### src/rtl/ssg_datapath_scheduler_if.sv
// Handshake and datapath bus between the SSG input collectors, the
// scheduler and the shared fixed-latency datapath.
interface ssg_datapath_scheduler_if #(
    parameter int N_REQ  = 4,
    parameter int WEIGHT = 5,
    parameter int WIDTH  = 2,
    parameter int IDW    = $clog2(N_REQ)
);
    logic [N_REQ-1:0]              req_valid;
    logic [N_REQ*WIDTH*WEIGHT-1:0] req_data;
    logic [N_REQ-1:0]              req_ready;
    logic                          dp_start;
    logic [WIDTH*WEIGHT-1:0]       dp_data;
    logic                          dp_done;
    logic                          rsp_valid;
    logic [IDW-1:0]                rsp_id;

    modport master (
        output req_valid, req_data, dp_done,
        input  req_ready, dp_start, dp_data, rsp_valid, rsp_id
    );

    modport slave (
        input  req_valid, req_data, dp_done,
        output req_ready, dp_start, dp_data, rsp_valid, rsp_id
    );
endinterface

### src/rtl/ssg_datapath_scheduler.sv
// Round-robin issue scheduler for one shared fixed-latency SSG datapath.
// Enforces a minimum initiation interval, tags every issue with its
// requester ID and checks that each completion lands exactly LATENCY
// cycles after its start.
module ssg_datapath_scheduler #(
    parameter int N_REQ   = 4,
    parameter int WEIGHT  = 5,
    parameter int WIDTH   = 2,
    parameter int LATENCY = 11,
    parameter int II      = 1,
    parameter int IDW     = $clog2(N_REQ)
) (
    input  logic                         clk,
    input  logic                         reset,
    input  logic                         enable,
    ssg_datapath_scheduler_if.slave      bus,
    output logic                         err_pulse,
    output logic                         err_sticky,
    output logic [$clog2(LATENCY+1)-1:0] inflight,
    output logic                         busy
);
    localparam int BW = WIDTH * WEIGHT;
    localparam int CW = $clog2(LATENCY + 1);
    localparam logic [CW-1:0] CNT_ONE = CW'(1);

    typedef enum logic [1:0] {
        IDLE  = 2'd0,
        RUN   = 2'd1,
        DRAIN = 2'd2
    } state_t;

    state_t           state_r;
    state_t           state_next_s;
    logic [IDW-1:0]   ptr_r;
    logic [IDW-1:0]   idx_s;
    logic [IDW-1:0]   grant_id_s;
    logic             found_s;
    logic [N_REQ-1:0] grant_s;
    logic [BW-1:0]    data_sel_s;
    logic [3:0]       ii_cnt_r;
    logic             dp_start_r;
    logic [BW-1:0]    dp_data_r;
    logic [IDW-1:0]   dp_id_r;
    logic [LATENCY:1] track_v_r;
    logic [IDW-1:0]   track_id_r [1:LATENCY];
    logic             expected_s;
    logic             mismatch_s;
    logic             rsp_valid_r;
    logic [IDW-1:0]   rsp_id_r;
    logic             err_pulse_r;
    logic             err_sticky_r;
    logic [CW-1:0]    inflight_r;
    logic [CW-1:0]    inflight_next_s;
    logic             busy_r;

    // Round-robin pick of the first valid requester at or above the pointer.
    always_comb begin
        idx_s      = '0;
        grant_id_s = '0;
        found_s    = 1'b0;
        grant_s    = '0;
        data_sel_s = '0;
        if ((state_r == RUN) && enable && (ii_cnt_r == 4'd0)) begin
            for (int i = 0; i < N_REQ; i++) begin
                // Wrap ptr+i back into 0..N_REQ-1 without a modulo.
                if (ptr_r >= IDW'(N_REQ - i)) begin
                    idx_s = ptr_r - IDW'(N_REQ - i);
                end else begin
                    idx_s = ptr_r + IDW'(i);
                end
                if (!found_s && bus.req_valid[idx_s]) begin
                    found_s    = 1'b1;
                    grant_id_s = idx_s;
                end else begin
                    found_s    = found_s;
                end
            end
            if (found_s) begin
                grant_s[grant_id_s] = 1'b1;
            end else begin
                grant_s = '0;
            end
        end else begin
            grant_s = '0;
        end
        for (int r = 0; r < N_REQ; r++) begin
            if (grant_s[r]) begin
                data_sel_s = bus.req_data[r*BW +: BW];
            end else begin
                data_sel_s = data_sel_s;
            end
        end
    end

    // Next state, outstanding-count update and retirement decision.
    always_comb begin
        state_next_s = state_r;
        expected_s   = track_v_r[LATENCY];
        mismatch_s   = track_v_r[LATENCY] ^ bus.dp_done;
        case (state_r)
            IDLE: begin
                if (enable) state_next_s = RUN;
                else        state_next_s = IDLE;
            end
            RUN: begin
                if (!enable) state_next_s = DRAIN;
                else         state_next_s = RUN;
            end
            DRAIN: begin
                // A start still in flight towards the tracker keeps DRAIN alive.
                if (enable)                                       state_next_s = RUN;
                else if ((inflight_r == '0) && !dp_start_r)       state_next_s = IDLE;
                else                                              state_next_s = DRAIN;
            end
            default: state_next_s = IDLE;
        endcase
        case ({dp_start_r, expected_s})
            2'b10:   inflight_next_s = inflight_r + CNT_ONE;
            2'b01:   inflight_next_s = inflight_r - CNT_ONE;
            default: inflight_next_s = inflight_r;
        endcase
    end

    // State register and registered busy flag.
    always_ff @(posedge clk or negedge reset) begin
        if (!reset) begin
            state_r    <= IDLE;
            inflight_r <= '0;
            busy_r     <= 1'b0;
        end else begin
            state_r    <= state_next_s;
            inflight_r <= inflight_next_s;
            busy_r     <= (state_next_s != IDLE) || (inflight_next_s != '0);
        end
    end

    // Issue path: pointer advance, II spacing and registered datapath start.
    always_ff @(posedge clk or negedge reset) begin
        if (!reset) begin
            ptr_r      <= '0;
            ii_cnt_r   <= 4'd0;
            dp_start_r <= 1'b0;
            dp_data_r  <= '0;
            dp_id_r    <= '0;
        end else if (found_s) begin
            ptr_r      <= (grant_id_s == IDW'(N_REQ - 1)) ? '0 : grant_id_s + IDW'(1);
            ii_cnt_r   <= 4'(II - 1);
            dp_start_r <= 1'b1;
            dp_data_r  <= data_sel_s;
            dp_id_r    <= grant_id_s;
        end else begin
            ptr_r      <= ptr_r;
            ii_cnt_r   <= (ii_cnt_r != 4'd0) ? ii_cnt_r - 4'd1 : ii_cnt_r;
            dp_start_r <= 1'b0;
            dp_data_r  <= dp_data_r;
            dp_id_r    <= dp_id_r;
        end
    end

    // Age tracker: the start register is age 0, element k holds age k.
    always_ff @(posedge clk or negedge reset) begin
        if (!reset) begin
            track_v_r <= '0;
            for (int k = 1; k <= LATENCY; k++) begin
                track_id_r[k] <= '0;
            end
        end else begin
            track_v_r[1]  <= dp_start_r;
            track_id_r[1] <= dp_id_r;
            for (int k = 2; k <= LATENCY; k++) begin
                track_v_r[k]  <= track_v_r[k-1];
                track_id_r[k] <= track_id_r[k-1];
            end
        end
    end

    // Completion check: match returns the tag, any mismatch flags an error.
    always_ff @(posedge clk or negedge reset) begin
        if (!reset) begin
            rsp_valid_r  <= 1'b0;
            rsp_id_r     <= '0;
            err_pulse_r  <= 1'b0;
            err_sticky_r <= 1'b0;
        end else begin
            rsp_valid_r  <= expected_s & bus.dp_done;
            rsp_id_r     <= (expected_s & bus.dp_done) ? track_id_r[LATENCY] : rsp_id_r;
            err_pulse_r  <= mismatch_s;
            err_sticky_r <= err_sticky_r | mismatch_s;
        end
    end

    assign bus.req_ready = grant_s;
    assign bus.dp_start  = dp_start_r;
    assign bus.dp_data   = dp_data_r;
    assign bus.rsp_valid = rsp_valid_r;
    assign bus.rsp_id    = rsp_id_r;
    assign err_pulse     = err_pulse_r;
    assign err_sticky    = err_sticky_r;
    assign inflight      = inflight_r;
    assign busy          = busy_r;
endmodule
### src/flat_wrapper.sv
// flat-port wrapper written by rule: the top's interface ports become plain ports
module ssg_datapath_scheduler_flat 
#(
    parameter int N_REQ   = 4,
    parameter int WEIGHT  = 5,
    parameter int WIDTH   = 2,
    parameter int LATENCY = 11,
    parameter int II      = 1,
    parameter int IDW     = $clog2(N_REQ)
)
  (clk, reset, enable, err_pulse, err_sticky, inflight, busy, bus_req_valid, bus_req_data, bus_dp_done, bus_req_ready, bus_dp_start, bus_dp_data, bus_rsp_valid, bus_rsp_id);
  ssg_datapath_scheduler_if #(.N_REQ(N_REQ), .WEIGHT(WEIGHT), .WIDTH(WIDTH), .IDW(IDW)) bus_i ();
  input  logic clk;
  input  logic reset;
  input  logic enable;
  output logic err_pulse;
  output logic err_sticky;
  output logic [$clog2(LATENCY+1)-1:0] inflight;
  output logic busy;
  input wire logic [$bits(bus_i.req_valid)-1:0] bus_req_valid;
  input wire logic [$bits(bus_i.req_data)-1:0] bus_req_data;
  input wire logic [$bits(bus_i.dp_done)-1:0] bus_dp_done;
  output wire logic [$bits(bus_i.req_ready)-1:0] bus_req_ready;
  output wire logic [$bits(bus_i.dp_start)-1:0] bus_dp_start;
  output wire logic [$bits(bus_i.dp_data)-1:0] bus_dp_data;
  output wire logic [$bits(bus_i.rsp_valid)-1:0] bus_rsp_valid;
  output wire logic [$bits(bus_i.rsp_id)-1:0] bus_rsp_id;
  assign bus_i.req_valid = bus_req_valid;
  assign bus_i.req_data = bus_req_data;
  assign bus_i.dp_done = bus_dp_done;
  assign bus_req_ready = bus_i.req_ready;
  assign bus_dp_start = bus_i.dp_start;
  assign bus_dp_data = bus_i.dp_data;
  assign bus_rsp_valid = bus_i.rsp_valid;
  assign bus_rsp_id = bus_i.rsp_id;
  ssg_datapath_scheduler #(.N_REQ(N_REQ), .WEIGHT(WEIGHT), .WIDTH(WIDTH), .LATENCY(LATENCY), .II(II), .IDW(IDW)) u_core (.clk(clk), .reset(reset), .enable(enable), .bus(bus_i), .err_pulse(err_pulse), .err_sticky(err_sticky), .inflight(inflight), .busy(busy));
endmodule
### config.mk
export PLATFORM = sky130hd
export DESIGN_NAME = ssg_datapath_scheduler_flat
export DESIGN_NICKNAME = d
export VERILOG_FILES = /design/src/rtl/ssg_datapath_scheduler_if.sv /design/src/rtl/ssg_datapath_scheduler.sv /design/src/flat_wrapper.sv
export SDC_FILE = /design/constraint.sdc
export NUM_CORES = 1
export LEC_CHECK = 0
export ABC_AREA = 1
export BUFFER_PORTS_ARGS = -buffer_cell sky130_fd_sc_hd__clkbuf_2
export CORE_MARGIN = 2
export CORE_UTILIZATION = 47
export DETAILED_ROUTE_END_ITERATION = 10
export PLACE_DENSITY = 0.75
export SYNTH_ARGS = -nofsm -noshare
export SYNTH_HDL_FRONTEND = slang
export SYNTH_SLANG_ARGS = --single-unit
### constraint.sdc
create_clock -name clk -period 2 [get_ports clk]
set_clock_uncertainty 0.05 [all_clocks]
set_input_delay 0 -clock clk [delete_from_list [all_inputs] [get_ports clk]]
set_output_delay 0 -clock clk [all_outputs]
set_load 0.01 [all_outputs]
**Word-level counts from Yosys, hierarchy flattened**

Index checks and enable logic that the tools add are counted.

- Flip-flop bits (word level): 64
- Input bits: 48
- Output and inout port bits: 25
- Word-level logic and storage cells: 118

- Add/sub/neg operators: 10
- Order comparisons: 9
- Equal/unequal tests: 5
- Muxes and demuxes: 48
- Bitwise logic cells: 3
- Reduce and logical (&&, ||, !) cells: 19

Operators with widths:

| cell | count |
|---|---|
| $mux W10 | 4 |
| $mux W2 | 17 |
| $mux W1 | 16 |
| $mux W4 | 4 |
| $lt A2 B3 Y1 const B | 5 |
| $bmux W1 S2 | 4 |
| $logic_not A4 Y1 | 2 |
| $pmux W4 S2 | 1 |
| $reduce_bool A4 Y1 | 2 |
| $sub A4 B1 Y4 const B | 2 |
| $logic_and A1 B1 Y1 | 7 |
| $eq A2 B2 Y1 const B | 3 |
| $pmux W2 S3 | 1 |
| $add A2 B1 Y2 const B | 2 |
| $add A2 B2 Y2 const B | 2 |
| $add A4 B1 Y4 const B | 1 |
| $eq A2 B1 Y1 const B | 2 |
| $ge A2 B1 Y1 const B | 2 |
| $ge A2 B2 Y1 const B | 2 |
| $logic_not A1 Y1 | 4 |
| $reduce_bool A2 Y1 | 2 |
| $sub A2 B2 Y2 const B | 2 |
| $demux W1 S2 | 1 |
| $logic_not A2 Y1 | 1 |
| 5 further kinds | 5 |

**Logic depth before layout (Yosys ltp)**

- Depth after elaboration: 30
- Gate-level depth with buffers: 17
- Depth with buffers taken out: 15

**Worst setup path after synthesis**

No wires, ideal clock.

- Path kind: reg-to-reg
- Start: register u_core.ptr_r[0]
- End: register u_core.dp_data_r[3] (netlist: u_core.bus.dp_data[3])
- Library setup time: 0.127 ns
- Arrival: 1.885 ns
- Required time: 1.823 ns
- Slack: -0.062 ns
- Stages on the path, launching flop included: 15
- Buffers on the path: 2
- Clock period less this slack: 2.062 ns
- Cells stage by stage: dfrtp_1 buf_6 inv_6 ha_1 inv_1 nand3_2 nand2_2 nor2_4 nand3b_1 nand3_2 buf_2 o21ai_1 nand2_1 o21ai_1 nand3_1

- Word-level cells in the longest chain between the ends: 27
- Elaborated cells between the ends (all ways): 55
- Those cells by class: 6 x add/sub; 5 x order compare; 37 x mux; 7 x reduce/logical

Ends and longest elaborated chain:

| what | line | source |
|---|---|---|
| from (decl) | ssg_datapath_scheduler.sv:34 | `logic [IDW-1:0] ptr_r;` |
| from (signal assigned) | ssg_datapath_scheduler.sv:146 | `ptr_r <= (grant_id_s == IDW'(N_REQ - 1)) ? '0 : grant_id_s + IDW'(1);` |
| from (signal assigned) | ssg_datapath_scheduler.sv:152 | `ptr_r <= ptr_r;` |
| parallel branches: the longest is 27 deep, another holds $add A2 B1 Y2 | - |  |
| to (signal assigned) | ssg_datapath_scheduler.sv:149 | `dp_data_r <= data_sel_s;` |
| to (signal assigned) | ssg_datapath_scheduler.sv:155 | `dp_data_r <= dp_data_r;` |
| to (decl) | ssg_datapath_scheduler.sv:42 | `logic [BW-1:0] dp_data_r;` |

Several ways; the timed one is not identified. The select of a mux whose other input is x is not followed.
A chain may end at the register's enable or synchronous reset.

**Worst setup path in the final report**

- Start: register u_core.ptr_r[1]
- End: register u_core.dp_data_r[2] (netlist: u_core.bus.dp_data[2])

Same word-level chain as after synthesis.

==> flow_summary_export.csv <==
group,metric,value,unit
outcome,status,"finished, violations left",
outcome,violations,"negative setup slack",
detailed_routing,vias,2950,
synthesis,yosysTopAreaCellShare,59.1,%
grt,antenna_found_initial,0,
place,port_buffers,72,
clock_network,clock_sinks,64,
power,power_frac_seq,30.6,%
timing,final.min_clock_period,2.50,ns
cells_and_area,finalNonFillerCells,510,
timing,fmax,400,MHz
synthesis,ys.flop_type,"dfrtp_1",
grt,grt_pass1_vias,3024,
min_path,hold_class,"input pin to asynchronous set/reset pin",
worst_setup_path,critical_path_required,2.15,ns
timing,fin_ws,-0.503,ns
timing,finalHoldViolCount,0,
synthesis,synth_seq_cells,64,
flow_run,maxCapViolCount,0,
synthesis,synth_area_leaders,"dfrtp_1, nand2_1, ha_1, nand3_1, inv_1",
grt,grt_max_degree,28,
synthesis,synthCells,272,
detailed_routing,firstDrtPassIters,7,
detailed_routing,ant_nets,0,
die,die_w,80.0,um
synthesis,synth_edf_count,0,
cells_and_area,drive_above_1_share,44.7,%
clock_network,tritoncts,"done",
die,dieArea,0.00639,mm2
die,num_rows,27,
power,p_per_area,1510,mW/mm2
die,initial_core_util,48.9,%
timing,rsz0062_at_grt,"yes",
die,die_h,80.0,um
worst_setup_path,end_kind,"flip-flop",
cells_and_area,antenna_cells,0,
worst_setup_path,worstPathCellList,"inv_2 > ha_4 > inv_4 > nand3_2 > nand2_2 > nor2_4 > buf_6 > nand4_4 > nand2_4 > nor2_4 > buf_6 > buf_8 > o21ai_2 > nand2_1 > o21ai_2 > nand3_1",
timing,max_slew.worst_pin.slew,0.693,ns
clock_network,cts_buffers,9,
synthesis,syn_area_per_cell,9.97,um2
worst_setup_path,cp_max_fo,10,
cells_and_area,area_delta_synth_final,61.7,%
synthesis,synth_nets,329,
timing,slew_headroom,53.8,%
power,clockPowerShare,16.7,%
detailed_routing,drt_iter0_drc,275,
synthesis,syn_area,0.00271,mm2
power,ir_drop,1.04,mV
grt,grt_pass1_wl,14500,um
power,net-switching-power,2.82,mW
worst_setup_path,worstSetupPathDepth,16,
grt,grt_usage,30.9,%
detailed_routing,wirelength,10900,um
clock_network,clock_latency,0.34,ns
worst_setup_path,rr_startpoint,"u_core.ptr_r[1]",
timing,slew_viol_final,0,
clock_network,cts_root_buf,"clkbuf_8",
timing,holdWs,0.191,ns
synthesis,ys_warn_count,0,
clock_network,htree_num_levels,3,
worst_setup_path,slowest_delay,0.42,ns
worst_setup_path,startpoint,"u_core.ptr_r[1]",
worst_setup_path,crit_buf_inv,5,
synthesis,ys_top_cells_by_count,"nand2_1, dfrtp_1, inv_1, nand3_1, nor2_1",
clock_network,clkTransAtPathRegs,0.07,ns
worst_setup_path,path_class,"flip-flop to flip-flop",
die,coreArea,0.00554,mm2
cells_and_area,fin_nets,490,
synthesis,synthArstFlopShare,100,%
detailed_routing,post_drt_wl_per_cell,21.4,um
power,cellLeakagePower,2.25,nW
place,post-place-ws,-0.174,ns
worst_setup_path,cp.arrival,2.65,ns
synthesis,yosys.area.top_type,"dfrtp_1",
power,p_int,3.80,mW
place,placed_cells,434,
worst_setup_path,cp-start-kind,"flip-flop",
die,pin_count,73,
worst_setup_path,slowest_stage,"dfrtp_1",
worst_setup_path,crit_family,"simple AND/OR/NAND/NOR gates",
synthesis,synth_cell_types,33,
synthesis,synth.most_common_cell,"nand2_1",
power,comb_power_share,52.7,%
worst_setup_path,reg2reg_depth,16,
detailed_routing,post-route-drc-count,0,
power,p_sw_share,42.6,%
clock_network,cts_buffer_depth,2,
grt,overflow,0,
place,dp_hpwl,4320,um
place,gp_congestion,0.851,
worst_setup_path,crit_end,"u_core.bus.dp_data[2]",
timing,fin_crit_sh,125,%
timing,finalSetupViolations,19,
worst_setup_path,r2r_slack,-0.50,ns
synthesis,synth-seq-area-share,59.1,%
power,totalPowerFinal,6.62,mW
worst_setup_path,timing.rr.end,"u_core.bus.dp_data[2]",
detailed_routing,viasPerCell,5.78,
==> metal layers <==
metal  vias up  GRT usage (%)  share of wire (%)
li1       1204              -                  -
met1      1359           36.0                 35
met4         0           19.5                7.9
met3        82           9.84                 12
met5         -              0                  0
met2       305           49.3                 45
==> cell type report <==
| cell class | count | area, um2 |
|---|---|---|
| sequential | 64 | 1600 |
| multi-input combinational | 177 | 1210 |
| timing repair buffer | 155 | 1170 |
| fill | 288 | 1160 |
| clock buffer | 10 | 138 |
| inverter | 26 | 108 |
| tap | 72 | 90.1 |
| clock inverter | 6 | 58.8 |
==> flip-flops by register name, indices dropped and copies added, names as in the netlist, 2 cells and up <==
signal              cells
u_core.bus.rsp_id       2
u_core.bus.dp_data     10
u_core.ii_cnt_r         4
u_core.inflight         4
u_core.ptr_r            2
u_core.dp_id_r          2
u_core.state_r          2
u_core.track_id_r      22
u_core.track_v_r       11
==> cell families after synthesis <==
kind of cell | count (synthesis) | synth area share, %
AND/OR/NAND/NOR | 134 | 23.3
flip-flops | 64 | 59.1
buffers and inverters | 31 | 5.26
AO/OA/AOI/OAI | 27 | 5.49
adder cells (fa/ha/maj) | 9 | 4.43
XOR/XNOR | 5 | 1.62
multiplexers | 2 | 0.831
==> cells in the final DEF (no fill, tap or decap), drive strengths merged, types with 2 or more instances in the layout <==
cell / count
clkbuf: 79
nand2: 77
dfrtp: 64
dlygate4sd3: 43
buf: 43
inv: 26
nand3: 25
nor2: 20
o21ai: 19
ha: 8
nand4: 6
clkinv: 5
nor3: 4
a21oi: 3
xnor2: 3
mux2: 2
xor2: 2
a211oi: 2
==> power groups by stage <==
stage	Clock, mW	Sequential, mW	Combinational (mW)
3_3_place_gp	0	1.97	2.08
5_1_grt	1.17	2.06	3.66
2_1_floorplan	0	1.99	1.32
4_1_cts	1.11	1.97	2.59
3_5_place_dp	0	1.98	2.14
6_report	1.11	2.03	3.49
==> worst min path at each step <==
stage | slack [ns] | from | end
after global placement | 0.0004 | reset | u_core.bus.rsp_id[0]
after CTS | 0.19 | reset | u_core.bus.rsp_id[0]
after floorplan | -0.35 | reset | u_core.bus.dp_data[0]
final | 0.19 | reset | u_core.bus.rsp_id[0]
after detailed placement | 0.02 | reset | u_core.bus.rsp_id[0]
after global routing | 0.25 | reset | u_core.track_v_r[9]
==> per-stage QoR <==
step,util (%),cell area [um2],setup TNS (ns)
6_report,79.1,4380,-6.36
3_3_place_gp,59.9,3320,-0.260
4_1_cts,74.2,4110,-2.81
5_1_grt,79.1,4380,-6.79
2_1_floorplan,-,2730,0
3_5_place_dp,59.9,3320,-1.41
==> timing repair <==
action / 4_1_cts / 5_1_grt
hold endpoints to repair: 40 / 0
gates resized for setup: 22 / 56
pin swaps: 13 / 28
buffers inserted: 12 / 6
endpoints found under the setup margin: 16 / 23
hold buffers: 43 / 0
Note: power is estimated with default switching activity, not from simulation.
